## src/rtl/ru_allocator_os.sv

```systemverilog
`default_nettype none
// +----------------------------------------------------------------------------+
// | ru_allocator_os: row-major binding of faulty PEs to redundant units.       |
// | Optional macro FAULT_MAP_STICKY_EN keeps bindings/fault map across starts. |
// | Rev 1.0                                                                    |
// +----------------------------------------------------------------------------+
module ru_allocator_os #(
  parameter int ROWS          = 4,
  parameter int COLS          = 4,
  parameter int NUM_RU        = 4,
  parameter int NUM_BITS_COLS = $clog2(COLS)
) (
  input  logic                            clk,
  input  logic                            rst,
  input  logic                            alloc_start,
  input  logic [ROWS*COLS-1:0]            STW_result_mat,
  output logic                            alloc_busy,
  output logic                            alloc_done,
  output logic [NUM_RU-1:0]               ru_en,
  output logic [NUM_BITS_COLS*NUM_RU-1:0] ru_row_mapping,
  output logic [NUM_BITS_COLS*NUM_RU-1:0] ru_col_mapping,
  output logic [$clog2(ROWS*COLS+1)-1:0]  fault_count,
  output logic                            alloc_overflow
);

  localparam int NUM_PE = ROWS * COLS;
  localparam int IDX_W  = $clog2(NUM_PE);
  localparam int FC_W   = $clog2(NUM_PE + 1);
  localparam int RU_W   = $clog2(NUM_RU + 1);
  localparam int NB     = NUM_BITS_COLS;
  localparam logic [RU_W-1:0]  RU_MAX   = RU_W'(NUM_RU);
  localparam logic [IDX_W-1:0] IDX_LAST = IDX_W'(NUM_PE - 1);

  typedef enum logic [1:0] {
    IDLE = 2'd0,
    SCAN = 2'd1,
    DONE = 2'd2
  } state_t;

  state_t                 state_q, state_d;
  logic [NUM_PE-1:0]      acc_map_q, acc_map_d;
  logic [NUM_PE-1:0]      alloc_mask_q, alloc_mask_d;
  logic [IDX_W-1:0]       idx_q, idx_d;
  logic [RU_W-1:0]        next_ru_q, next_ru_d;
  logic [NUM_RU-1:0]      ru_en_q, ru_en_d;
  logic [NB*NUM_RU-1:0]   ru_row_q, ru_row_d;
  logic [NB*NUM_RU-1:0]   ru_col_q, ru_col_d;
  logic [FC_W-1:0]        fault_count_q, fault_count_d;
  logic                   overflow_q, overflow_d;

  logic [NB-1:0]          w_row;
  logic [NB-1:0]          w_col;
  logic                   w_fault;
  logic                   w_unbound;

  assign w_row     = NB'(int'(idx_q) / COLS);
  assign w_col     = NB'(int'(idx_q) % COLS);
  assign w_fault   = acc_map_q[idx_q];
  assign w_unbound = w_fault && !alloc_mask_q[idx_q];

  always_ff @(posedge clk) begin
    if (rst) begin
      state_q       <= IDLE;
      acc_map_q     <= '0;
      alloc_mask_q  <= '0;
      idx_q         <= '0;
      next_ru_q     <= '0;
      ru_en_q       <= '0;
      ru_row_q      <= '0;
      ru_col_q      <= '0;
      fault_count_q <= '0;
      overflow_q    <= 1'b0;
    end else begin
      state_q       <= state_d;
      acc_map_q     <= acc_map_d;
      alloc_mask_q  <= alloc_mask_d;
      idx_q         <= idx_d;
      next_ru_q     <= next_ru_d;
      ru_en_q       <= ru_en_d;
      ru_row_q      <= ru_row_d;
      ru_col_q      <= ru_col_d;
      fault_count_q <= fault_count_d;
      overflow_q    <= overflow_d;
    end
  end

  always_comb begin
    state_d       = state_q;
    acc_map_d     = acc_map_q;
    alloc_mask_d  = alloc_mask_q;
    idx_d         = idx_q;
    next_ru_d     = next_ru_q;
    ru_en_d       = ru_en_q;
    ru_row_d      = ru_row_q;
    ru_col_d      = ru_col_q;
    fault_count_d = fault_count_q;
    overflow_d    = overflow_q;

    case (state_q)
      IDLE: begin
        if (alloc_start) begin
`ifdef FAULT_MAP_STICKY_EN
          // Existing bindings stay put; only new faults consume free RUs.
          acc_map_d    = acc_map_q | STW_result_mat;
`else
          acc_map_d    = STW_result_mat;
          alloc_mask_d = '0;
          next_ru_d    = '0;
          ru_en_d      = '0;
          ru_row_d     = '0;
          ru_col_d     = '0;
`endif
          idx_d         = '0;
          fault_count_d = '0;
          overflow_d    = 1'b0;
          state_d       = SCAN;
        end
      end

      SCAN: begin
        if (w_fault) begin
          fault_count_d = fault_count_q + FC_W'(1);
        end
        if (w_unbound) begin
          if (next_ru_q < RU_MAX) begin
            for (int i = 0; i < NUM_RU; i++) begin
              if (next_ru_q == RU_W'(i)) begin
                ru_en_d[i]             = 1'b1;
                ru_row_d[i*NB +: NB]   = w_row;
                ru_col_d[i*NB +: NB]   = w_col;
              end
            end
            alloc_mask_d[idx_q] = 1'b1;
            next_ru_d           = next_ru_q + RU_W'(1);
          end else begin
            overflow_d = 1'b1;
          end
        end
        idx_d = idx_q + IDX_W'(1);
        if (idx_q == IDX_LAST) begin
          state_d = DONE;
        end
      end

      DONE: state_d = IDLE;

      default: state_d = IDLE;
    endcase
  end

  assign alloc_busy     = (state_q == SCAN);
  assign alloc_done     = (state_q == DONE);
  assign ru_en          = ru_en_q;
  assign ru_row_mapping = ru_row_q;
  assign ru_col_mapping = ru_col_q;
  assign fault_count    = fault_count_q;
  assign alloc_overflow = overflow_q;

endmodule
`default_nettype wire

```

## config.mk

```make
export PLATFORM = sky130hd
export DESIGN_NAME = ru_allocator_os
export DESIGN_NICKNAME = d
export VERILOG_FILES = /design/src/rtl/ru_allocator_os.sv
export SDC_FILE = /design/constraint.sdc
export NUM_CORES = 1
export LEC_CHECK = 0
export CORE_ASPECT_RATIO = 1.4
export CORE_MARGIN = 2
export CORE_UTILIZATION = 30
export DETAILED_ROUTE_END_ITERATION = 7
export GPL_ROUTABILITY_DRIVEN = 0
export GPL_TIMING_DRIVEN = 0
export PLACE_DENSITY_LB_ADDON = 0.3
export SLEW_MARGIN = 0
export SYNTH_ARGS = -nofsm -noshare
export SYNTH_HDL_FRONTEND = slang
export SYNTH_SLANG_ARGS = --single-unit
```

## constraint.sdc

```tcl
create_clock -name clk -period 3.1 [get_ports clk]
set_input_delay 0.62 -clock clk [delete_from_list [all_inputs] [get_ports clk]]
set_output_delay 0.62 -clock clk [all_outputs]
set_load 0.01 [all_outputs]
```

* Word level (Yosys, flattened, before mapping) *
Cells that the tools add are included.

cells by class
  equal/unequal tests = 16
  add/subtract/negate cells = 3
  bitwise logic cells = 1
  $lt $le $gt $ge = 3
  reductions and logical operators = 16
  mux-type cells = 48

operators with widths
  kind                                                         count
  two-way mux 16 bit                                           3
  two-way mux 8 bit                                            5
  case mux 16 bit (2 select lines)                             1
  case mux 8 bit (2 select lines)                              2
  two-way mux 2 bit                                            10
  AND reduction 5 bit                                          4
  != test 2 x 1 -> 1 bit (second input constant)               8
  OR 16 bit                                                    1
  case mux 4 bit (2 select lines)                              2
  two-way mux 4 bit                                            3
  two-way mux 1 bit                                            10
  two-way mux 5 bit                                            2
  case mux 5 bit (2 select lines)                              1
  two-way mux 3 bit                                            3
  binary-select mux 1 bit (select 4 bit)                       2
  AND reduction 4 bit                                          2
  equality test 3 x 2 -> 1 bit (second input constant)         2
  case mux 3 bit (2 select lines)                              1
  AND reduction 2 bit                                          3
  adder 5 x 1 -> 5 bit (second input constant)                 1
  less-than comparator 4 x 5 -> 1 bit (second input constant)  1
  adder 4 x 1 -> 4 bit (second input constant)                 1
  demux 1 bit (select 4 bit)                                   1
  equality test 4 bit (second input constant)                  1
  15 further kinds                                             17

word-level totals
  word-level logic and storage cells = 106
  output and inout port bits = 28
  register bits = 67

* Longest topological paths before layout *
  word-level depth = 8
  depth in mapped cells = 7
  gate-level depth less buffers = 6

* Worst setup path after synthesis *
OpenSTA, ideal clock, no wires.

  path type = reg-to-reg
  from = reg idx_q[0]
  to = reg ru_col_q[0], in the netlist ru_col_mapping[0]
  data arrival time = 1.916 ns
  slack = 1.112 ns
  library setup time = 0.072 ns
  path buffers = 1
  data required time = 3.028 ns
  cell stages (with the launch flop) = 6
  cell sequence = dfxtp_1 -> mux4_1 -> o2111a_1 -> buf_4 -> o2111ai_4 -> mux2i_1

on the way
  word-level cells in the longest chain between the ends = 6
  elaborated cells on any way between the ends = 12

RTL lines
  what                                     line  source
  start, declared                          43    logic [IDX_W-1:0] idx_q, idx_d;
  start signal, assigned                   77    idx_q <= idx_d;
  binary-select mux 1 bit (select 4 bit)   59    assign w_unbound = w_fault && !alloc_mask_q[idx_q];
  two-way mux 1 bit (not written as such)  59
  zero test 1 bit                          59
  logical AND 1 bit                        59
  != test 2 x 1 -> 1 bit (no line)         --
  AND reduction 5 bit (no line)            --
  end signal, assigned                     81    ru_col_q <= ru_col_d;
  end, declared                            47    logic [NB*NUM_RU-1:0] ru_col_q, ru_col_d;

Several ways; a longest one is shown, not always the timed one. The select of a mux whose other input is x is not followed.
A chain may end at the register's enable or synchronous reset.

* Worst setup path in the final report *
  from = reg state_q[1]
  to = out alloc_busy

on the way
  word-level cells in the longest chain between the ends = 1

RTL lines
  what                          line  source
  start, declared               40    state_t state_q, state_d;
  start signal, assigned        74    state_q <= state_d;
  equality test 2 x 1 -> 1 bit  151   assign alloc_busy = (state_q == SCAN);
  end, declared                 17    output logic alloc_busy,

Every way passes these cells.

==> results.md <==
- The run finished with clean final reports.
- The required arrival time at the worst endpoint is about 2500 ps.
- TritonCTS built the clock tree.
- The share of the cycle needed by the critical path after routing is 75.5%.
- Entering global routing, the biggest net connects 12 pins.
- In the final timing run, aggregate negative setup slack is 0 ps.
- By area the synthesized netlist is led by sky130_fd_sc_hd__dfxtp_1, sky130_fd_sc_hd__nand2_1, sky130_fd_sc_hd__mux2i_1.
- Dividing total power by cell area gives a power density of around 500 mW/mm^2.
- The average detailed-routed wire length per instance is 13.7 um.
- The clock skew is approximately 7.0 ps.
- The tool flagged a number of max-cap violations equal to 0.
- The top fanout value on the critical path is 7.
- The H-tree was split into 3 levels.
- The count of warnings emitted by yosys is 0.
- The worst setup path is of the flop to output port kind.
- Before antenna repair, the detailed router went through 5 iterations.
- From synthesis to final layout, the design area changed by 28.9%.
- The number of slew-limit violations in the final report is 0.
- Summed over all cells, the static leakage comes to about 0.0015 uW.
- Buffers placed on the I/O ports in this run total 45.
- The floorplan step set the die height to between 100 and 150 um.
- Summing all multi-input logic gate instances after layout gives 0.00172 sq mm.
- The final antenna-violating net count is 0.
- The total via count in the routed design is 2,548.
- The area of the mapped netlist is 0.00325 sq mm.
- The number of remaining DRC errors is 0.
- The most common cell in the synthesized netlist is sky130_fd_sc_hd__nand2_1.
- The HPWL after detailed placement is between 5000 and 6000 um.
- The number of setup buffers added after CTS is 0.
- The placeable core region is about 0.010 sq mm.
- The hold violation count in the final report came to 0.
- The post-synth net total is about 360.
- The synthesized design spends more area on one cell type than any other, namely sky130_fd_sc_hd__dfxtp_1.
- Setup repair after global routing left no endpoint under its margin.
- Sorting the synthesized cells by how often they occur yields sky130_fd_sc_hd__nand2_1, sky130_fd_sc_hd__dfxtp_1, sky130_fd_sc_hd__a21oi_1.
- The layout has 1,082 filler cells.
- Timing would allow up to approximately 430 MHz.
- Dividing the detail-routed via count by the number of cells gives 4.83.
- Clock tree synthesis found a total of 67 sinks.
- The sequential standard cell area is 0.00134 sq mm.
- The cell count after placement is just over 500.
- The share of Yosys cell area claimed by the top area cell type is between 40% and 50%.
- The worst-skew pair later-pin latency is 330 ps.
- The count of flip-flops with a built-in enable after synthesis is 0.
- The largest vdd supply drop is about 0.28 mV.
- The CTS root buffer is sky130_fd_sc_hd__clkbuf_16.
- The via count of the first global-routing pass is ~2,500.
- In this run, synthesis produced a sequential element count of 67.
- The sum of routed wire length over all layers is ~7200 um.
- The net count of the finished layout is 414.
- For this run, asynchronously set or reset flops after synthesis account for 0%.
- The maximum number of buffers from clock root to sink is 2.
- In this run the horizontal extent of the chip is between 90 and 100 um.
- The worst pin sits at a relative slew slack of 64.7%.
- The mean cell area of the mapped netlist is 9.87 sq um.
- The number of placed I/O pins is 47.
- The floorplan step defined a die boundary enclosing 0.0117 sq mm.
- Synthesis produced approximately 330 cells.
- Clock-pin slew was measured on the worst setup and hold paths at about 50 ps.
- The measured slew at the worst slew-check pin is between 500 and 600 ps.
- The number of distinct library cells after synthesis is 45.
- The arrival time of the worst setup path is around 1700 ps.
- The share of final-layout standard cells stronger than drive strength 1 is 12.6%.
- Of the synthesized area, sequential elements account for roughly 41%.
- STA classifies the critical path startpoint as a flop.
- The number of antenna diodes in the final layout is 0.
- The element type at the critical path end is an output port.
- Row generation in the floorplan step produced between 40 and 50 rows.
- For this run, the leading register cell type out of synthesis is sky130_fd_sc_hd__dfxtp_1.
- The total overflow left after global routing is 0.
- The first global-routing pass estimated approximately 12,000 um of wire.
- For this configuration, the core starts out at a cell density of between 30% and 40%.
- The initial antenna violation count came to 0.
- After the flow finishes, the layout carries non-filler instances totaling about 530.
- The clock period minus final worst setup slack is ~2300 ps.
- The worst hold margin is about 450 ps.
- The total track usage is 13.2%.
- The clock buffer count from CTS is 9.
- The violation count after the first detailed-route iteration is about 120.
- The post-cts repair resize count is 0.
- The final count of negative-setup-slack endpoints is 0.
- The total of hold buffers inserted after clock tree synthesis is 0.
- The tightest min-delay check is of the flop to flop type.
stage by stage:
step	power (uW)	utilization (%)	cell area (sq um)	setup WS, ps
after global placement	1050	37.0	3870	615
after floorplan	992	-	3250	1110
after global routing	2160	40.0	4180	639
after detailed placement	1050	37.0	3870	561
after CTS	2100	40.0	4180	765
final	2070	40.0	4180	760
cell usage in the layout (no fill, tap or decap), types with 8 or more instances in the layout:
master	synthesis	routed
sky130_fd_sc_hd__mux2i_1	23	23
sky130_fd_sc_hd__a21oi_1	25	25
sky130_fd_sc_hd__clkbuf_16	0	9
sky130_fd_sc_hd__nor2_1	8	8
sky130_fd_sc_hd__nand3_1	10	10
sky130_fd_sc_hd__inv_1	11	11
sky130_fd_sc_hd__clkbuf_1	13	13
sky130_fd_sc_hd__nand2_1	68	68
sky130_fd_sc_hd__dfxtp_1	67	67
sky130_fd_sc_hd__clkdlybuf4s50_1	0	45
sky130_fd_sc_hd__ha_1	10	10
sky130_fd_sc_hd__o21a_1	17	17
layer usage:
layer  part of all wire (%)  up-vias  track usage [%]
li1                       -     1298                -
met1                     43     1190             15.1
met2                     51       50             23.0
met3                    3.6       10             3.60
met4                    2.1        0             5.79
met5                      0        -                0
final cells by class:
| class | count | area share [%] |
|---|---|---|
| flip-flops and latches | 67 | 32.1 |
| well taps | 138 | 4.13 |
| repair buffers | 45 | 10.8 |
| clock inverters | 4 | 1.14 |
| plain buffers | 25 | 3.32 |
| clock buffers | 12 | 6.37 |
| inverters | 12 | 1.08 |
| multi-input cells | 225 | 41.1 |
final timing paths:
kind                                        to  depth (start not counted)                      start  slack [ps]
setup reg to reg  alloc_mask_q[4]$_SDFFE_PP0P_                          7      idx_q[0]$_SDFFE_PP0P_         790
hold reg to reg      acc_map_q[0]$_SDFFE_PP0P_                          2  acc_map_q[0]$_SDFFE_PP0P_         450
setup / recovery                    alloc_busy                          3    state_q[1]$_SDFFE_PP0P_         760
hold / removal       acc_map_q[0]$_SDFFE_PP0P_                          2  acc_map_q[0]$_SDFFE_PP0P_         450
sequential cells by signal, indices dropped and copies added, names as in the netlist:
| name | flops |
|---|---|
| alloc_mask_q | 16 |
| next_ru_q | 3 |
| alloc_overflow | 1 |
| ru_row_mapping | 8 |
| fault_count | 5 |
| acc_map_q | 16 |
| ru_col_mapping | 8 |
| ru_en | 4 |
| state_q | 2 |
| idx_q | 4 |
critical path: stages, from the launching register on:
cell and delay (ps):
sky130_fd_sc_hd__dfxtp_1 310, sky130_fd_sc_hd__nand2b_1 240, sky130_fd_sc_hd__inv_1 250, sky130_fd_sc_hd__clkdlybuf4s50_1 590
logic make-up (layout without fill, tap and decap cells):
kind of cell / count (synthesis) / count (layout) / share of synthesized area [%]
AOI/OAI and AO/OA: 76 / 76 / 21.6
xor gates and xnor gates: 1 / 1 / 0.270
adders and majority gates: 10 / 10 / 3.85
buffers and inverters: 37 / 98 / 5.66
DFF: 67 / 67 / 41.3
muxes: 30 / 30 / 12.1
and+or+nand+nor: 108 / 108 / 15.2
report_power, final:
part	leakage, uW	internal (uW)	switching (uW)
logic	0.000815	57.8	80.9
clock network	0.000155	685	361
registers	0.000542	878	10.7
total	0.00151	1620	453
Note: power is estimated with default switching activity, not from simulation.
